$ cat src/rtl/roam_grid_ctrl.sv
// Grid-based overworld player controller: tile-stepped walking with turn-in-place,
// map/NPC collision and an ENTER-triggered battle request handshake.
module roam_grid_ctrl #(
    parameter int NUM_NPC = 5,
    parameter int TILE    = 16,
    parameter int MAP_X   = 300,
    parameter int MAP_Y   = 100,
    parameter int MAP_W   = 192,
    parameter int MAP_H   = 256,
    parameter int START_X = 396,
    parameter int START_Y = 324,
    parameter int IDXW    = 3
) (
    input  logic                    Clk,
    input  logic                    Reset,
    input  logic                    frame_clk,
    input  logic                    is_roam,
    input  logic [7:0]              keycode,
    input  logic [10*NUM_NPC-1:0]   npc_x,
    input  logic [10*NUM_NPC-1:0]   npc_y,
    input  logic [NUM_NPC-1:0]      npc_active,
    input  logic [NUM_NPC-1:0]      npc_defeated,
    input  logic                    battle_ack,
    output logic [9:0]              player_x,
    output logic [9:0]              player_y,
    output logic [1:0]              player_dir,
    output logic [1:0]              walk_phase,
    output logic                    moving,
    output logic                    start_battle,
    output logic [IDXW-1:0]         battle_idx
);

    localparam logic [1:0] S_IDLE = 2'd0;
    localparam logic [1:0] S_WALK = 2'd1;
    localparam logic [1:0] S_BREQ = 2'd2;

    localparam logic [7:0] KEY_W     = 8'h1A;
    localparam logic [7:0] KEY_A     = 8'h04;
    localparam logic [7:0] KEY_S     = 8'h16;
    localparam logic [7:0] KEY_D     = 8'h07;
    localparam logic [7:0] KEY_ENTER = 8'h28;

    // Coordinates are widened to 12-bit signed so x-TILE near 0 goes negative instead of wrapping.
    localparam int CW   = 12;
    localparam int CNTW = ($clog2(TILE + 1) < 4) ? 4 : $clog2(TILE + 1);

    localparam logic signed [CW-1:0] TILE_S   = CW'(TILE);
    localparam logic signed [CW-1:0] X_LO_S   = CW'(MAP_X);
    localparam logic signed [CW-1:0] X_HI_S   = CW'(MAP_X + MAP_W);
    localparam logic signed [CW-1:0] Y_LO_S   = CW'(MAP_Y);
    localparam logic signed [CW-1:0] Y_HI_S   = CW'(MAP_Y + MAP_H);

    function automatic logic signed [CW-1:0] ext(input logic [9:0] v);
        return $signed({{(CW-10){1'b0}}, v});
    endfunction

    function automatic logic in_map(input logic signed [CW-1:0] x, input logic signed [CW-1:0] y);
        return (x >= X_LO_S) && (x + TILE_S <= X_HI_S) && (y >= Y_LO_S) && (y + TILE_S <= Y_HI_S);
    endfunction

    logic [1:0]             state;
    logic                   fc_p0;
    logic                   tick_p1;
    logic [CNTW-1:0]        cnt;
    logic [9:0]             tgt_x;
    logic [9:0]             tgt_y;

    logic                   key_is_dir;
    logic [1:0]             key_dir;
    logic signed [CW-1:0]   tx;
    logic signed [CW-1:0]   ty;
    logic [9:0]             nxt_x;
    logic [9:0]             nxt_y;
    logic                   blocked;
    logic                   hit;
    logic [IDXW-1:0]        hit_idx;
    logic                   legal;

    always_comb begin
        key_is_dir = 1'b1;
        key_dir    = 2'd0;
        case (keycode)
            KEY_W:   key_dir = 2'd0;
            KEY_S:   key_dir = 2'd1;
            KEY_A:   key_dir = 2'd2;
            KEY_D:   key_dir = 2'd3;
            default: key_is_dir = 1'b0;
        endcase
    end

    // The faced tile doubles as the move target: a move only happens when key_dir == player_dir.
    always_comb begin
        tx    = ext(player_x);
        ty    = ext(player_y);
        nxt_x = player_x;
        nxt_y = player_y;
        case (player_dir)
            2'd0: begin ty = ext(player_y) - TILE_S; nxt_y = player_y - 10'd1; end
            2'd1: begin ty = ext(player_y) + TILE_S; nxt_y = player_y + 10'd1; end
            2'd2: begin tx = ext(player_x) - TILE_S; nxt_x = player_x - 10'd1; end
            default: begin tx = ext(player_x) + TILE_S; nxt_x = player_x + 10'd1; end
        endcase
    end

    always_comb begin
        blocked = 1'b0;
        hit     = 1'b0;
        hit_idx = '0;
        for (int i = NUM_NPC - 1; i >= 0; i--) begin
            if (ext(npc_x[10*i +: 10]) == tx && ext(npc_y[10*i +: 10]) == ty && npc_active[i]) begin
                blocked = 1'b1;
                if (!npc_defeated[i]) begin
                    hit     = 1'b1;
                    hit_idx = IDXW'(i);
                end
            end
        end
        legal = in_map(tx, ty) && !blocked;
    end

    assign moving     = (state == S_WALK);
    assign walk_phase = moving ? cnt[3:2] : 2'd0;

    // Control and position state; is_roam low behaves as a reset.
    always_ff @(posedge Clk) begin
        if (!Reset || !is_roam) begin
            state        <= S_IDLE;
            fc_p0        <= 1'b0;
            tick_p1      <= 1'b0;
            cnt          <= '0;
            player_x     <= 10'(START_X);
            player_y     <= 10'(START_Y);
            player_dir   <= 2'd0;
            start_battle <= 1'b0;
            battle_idx   <= '0;
        end else begin
            fc_p0   <= frame_clk;
            tick_p1 <= frame_clk & ~fc_p0;
            case (state)
                S_IDLE: begin
                    if (keycode == KEY_ENTER && hit) begin
                        state        <= S_BREQ;
                        start_battle <= 1'b1;
                        battle_idx   <= hit_idx;
                    end else if (tick_p1 && key_is_dir) begin
                        if (key_dir != player_dir) begin
                            player_dir <= key_dir;
                        end else if (legal) begin
                            // The entry tick already takes the first pixel of the step.
                            state    <= S_WALK;
                            cnt      <= '0;
                            player_x <= nxt_x;
                            player_y <= nxt_y;
                        end
                    end
                end
                S_WALK: begin
                    if (tick_p1) begin
                        if (cnt == CNTW'(TILE - 2)) begin
                            state    <= S_IDLE;
                            cnt      <= '0;
                            player_x <= tgt_x;
                            player_y <= tgt_y;
                        end else begin
                            cnt      <= cnt + 1'b1;
                            player_x <= nxt_x;
                            player_y <= nxt_y;
                        end
                    end
                end
                S_BREQ: begin
                    if (battle_ack) begin
                        state        <= S_IDLE;
                        start_battle <= 1'b0;
                    end
                end
                default: state <= S_IDLE;
            endcase
        end
    end

    // Target latched at walk entry so later NPC changes cannot disturb the step.
    always_ff @(posedge Clk) begin
        if (state == S_IDLE) begin
            tgt_x <= tx[9:0];
            tgt_y <= ty[9:0];
        end
    end

endmodule

$ cat config.mk
export PLATFORM = sky130hd
export DESIGN_NAME = roam_grid_ctrl
export DESIGN_NICKNAME = d
export VERILOG_FILES = /design/src/rtl/roam_grid_ctrl.sv
export SDC_FILE = /design/constraint.sdc
export NUM_CORES = 1
export LEC_CHECK = 0
export BUFFER_PORTS_ARGS = -buffer_cell sky130_fd_sc_hd__buf_2
export CORE_UTILIZATION = 40
export CTS_CLUSTER_SIZE = 25
export DETAILED_ROUTE_END_ITERATION = 8
export PLACE_DENSITY = 0.67
export SLEW_MARGIN = 20
export SYNTH_ARGS = -nofsm -noshare
export SYNTH_HDL_FRONTEND = slang
export SYNTH_SLANG_ARGS = --single-unit
$ cat constraint.sdc
create_clock -name Clk -period 6.6 [get_ports Clk]
set_clock_uncertainty 0.2 [all_clocks]
set_input_delay 1.32 -clock Clk [delete_from_list [all_inputs] [get_ports Clk]]
set_output_delay 1.32 -clock Clk [all_outputs]
set_load 0.005 [all_outputs]
==> flow_metrics.py <==
metrics = {
    "synthesis": {
        "yosysSeqAreaShare_pct": 22.8,
        "synth_top_family_by_area": "XOR/XNOR gates",
        "synth_compound_area_share_pct": 20.4,
        "synth_mux_area_share_pct": 2.28,
        "synthDistinctLibCells": 79,
        "synth_adder_area_share_pct": 5.73,
        "ys.flop_type": "dfxtp_1",
        "synth_xor_xnor_area_share_pct": 22.5,
        "async_reset_ff_share_pct": 0,
        "synth_cells": 676,
        "ys_ff_latch": 55,
        "synth_area_per_cell_um2": 8.46,
        "synth_edf_count": 20,
        "yosys.area_share.simple_pct": 19.9,
        "netlist_area_um2": 5720,
        "yosysWarnings": 0,
        "syn-num-nets": 824,
    },
    "placed_design": {
        "place_congestion": 0.953,
        "dp_slack_ns": 1.78,
        "dpl.cell_count": 963,
        "place_area_um2": 6510,
        "place_hpwl_um": 14000,
        "port_buffers": 151,
    },
    "timing": {
        "period_needed_ns": 4.81,
        "fmax_mhz": 208,
        "tightestPinTransition_ns": 0.985,
        "rsz0062_at_grt": "false",
        "hold_viol": 0,
        "finalSetupViolations": 0,
        "tns_ns": 0,
        "max_slew_margin_pct": 32.6,
        "finalMaxSlewViolations": 0,
        "finalCritPeriodShare_pct": 72.9,
        "layout_setup_ws_ns": 1.79,
    },
    "worst_setup_path": {
        "ff2ff_setup_slack_ns": 1.79,
        "crit_required_ns": 6.61,
        "crit_path_start_kind": "register",
        "arrival_ns": 4.82,
        "worstSetupPathType": "register to register",
        "path_max_fanout": 60,
        "worst_setup_path_end_kind": "register",
    },
    "routing": {
        "wirelength_um": 18100,
        "via_per_inst": 5.73,
        "drtPass1Iterations": 5,
        "vias": 5567,
        "drt_iter0_markers": 504,
        "drc_errors": 0,
        "wire_per_inst_um": 18.6,
        "ant_nets": 0,
    },
    "cells_and_area": {
        "antenna_cells": 0,
        "mostFrequentLayoutCell": "buf_2",
        "fin_cells": 971,
        "final_util_pct": 47.8,
        "nets": 938,
        "syn_to_final_growth_pct": 16.5,
        "layout_common_cells": "buf_2 (151), xnor2_1 (61), xor2_1 (53), nand2_1 (53), a21oi_1 (41)",
        "fin_area_um2": 6660,
        "drive_above_1_share_pct": 23.9,
    },
    "power": {
        "intPower_mw": 0.547,
        "seqPwrFrac_pct": 48.4,
        "switching_share_pct": 24.3,
        "leakagePower_nw": 2.79,
        "ir_drop_uv": 116,
        "p_sw_mw": 0.175,
        "pwr-share-clk_pct": 38.1,
        "power_density_nw_per_um2": 108,
        "p_comb_share_pct": 13.5,
    },
    "cts": {
        "cts_root_buf": "clkbuf_16",
        "cts-resized-gates": 0,
        "holdBufCountCts": 0,
        "h-tree-depth": 2,
        "clock_latency_ns": 0.30,
        "cts_tree": "built",
        "clockBufferDepth": 2,
        "cts_sinks": 55,
        "cts_made_buffers": 5,
        "cts_setup_buffers": 0,
        "path_clk_slew_ns": 0.08,
    },
    "status": {
        "outcome": "finished clean",
    },
    "floorplan": {
        "die_w_um": 122,
        "num_io_pins": 152,
        "die_h_um": 122,
        "rows": 43,
        "core_region_area_um2": 13900,
        "initial_core_util_pct": 41.0,
        "fp.dieArea_um2": 14800,
    },
    "grt": {
        "first_global_vias": 5290,
        "grtUsageTotal_pct": 24.9,
        "antenna_found_initial": 0,
        "grt_max_degree": 61,
        "grt_pass1_wl_um": 28400,
        "grt-ovfl-total": 0,
    },
    "hold_path": {
        "hold_path.class": "register to register",
    },
    "job": {
        "maxCapViolations": 0,
    },
}
[layer usage]
metal | share of wire [%] | vias to the layer above | track usage [%]
met5 | 0 | - | 0
met4 | 3.4 | 0 | 9.10
met3 | 5.5 | 33 | 2.29
met2 | 46 | 235 | 40.8
met1 | 45 | 2598 | 33.8
li1 | - | 2701 | -
[metrics by stage]
stage / hold slack (ns) / power (mW)
3_5_place_dp: 0.181 / 0.454
3_3_place_gp: 0.171 / 0.454
5_1_grt: 0.205 / 0.747
4_1_cts: 0.192 / 0.725
2_1_floorplan: 0.167 / 0.399
6_report: 0.188 / 0.723
[sequential cells by signal (all words and copies together), names as in the netlist]
register,count
start_battle,1
player_y,10
cnt,5
state,2
player_x,10
tgt_x,10
tick_p1,1
player_dir,2
battle_idx,3
tgt_y,10
fc_p0,1
[cells in the mapped netlist (15+ instances only)]
master / n / area share (%)
xor2_1: 53 / 8.1
edfxtp_1: 20 / 11
nand3_1: 21 / 1.8
nor3_1: 21 / 1.8
dfxtp_1: 35 / 12
a21oi_1: 41 / 3.6
xnor2_1: 61 / 9.3
o21ai_0: 29 / 2.5
inv_1: 31 / 2.0
o211ai_1: 22 / 2.9
nor2_1: 22 / 1.4
nand4_1: 15 / 1.6
clkbuf_1: 28 / 1.8
nand2_1: 53 / 3.5
ha_1: 23 / 5.0
[critical path: stages, from the launching register on]
cell and delay, ns:
dfxtp_2 0.33, buf_4 0.55, and3b_1 0.27, a22o_1 0.40
xnor2_1 0.64, nand4_1 0.18, a211oi_1 0.22, o2111ai_1 0.14
or4_4 0.53, o31a_1 0.52, or4_1 0.59, a21oi_1 0.14
[worst paths after layout]
check,start,end,depth (start not counted)
hold / removal,fc_p0,tick_p1,1
hold reg to reg,fc_p0,tick_p1,1
setup / recovery,player_dir[1],cnt[4],11
setup reg to reg,player_dir[1],cnt[4],11
[cell families after synthesis]
family / Yosys count
compound gates: 168
mux: 11
xor+xnor: 127
simple gates: 207
buf+inv: 83
flops: 55
fa+ha+maj: 25
[power groups by stage]
stage	logic, mW	registers (mW)	clock network (mW)
floorplan	0.0420	0.357	0
global placement	0.0967	0.357	0
detailed placement	0.0967	0.357	0
CTS	0.0971	0.349	0.278
global route	0.105	0.350	0.292
finish	0.0975	0.350	0.276
[layout make-up]
class,count,area (um^2)
Fill cell,1346,7270
Multi-Input combinational cell,538,4050
Sequential cell,55,1300
Timing Repair Buffer,159,816
Tap cell,180,225
Clock buffer,5,125
Inverter,31,116
Clock inverter,3,27.5
Power figures use the tool's default switching activity.
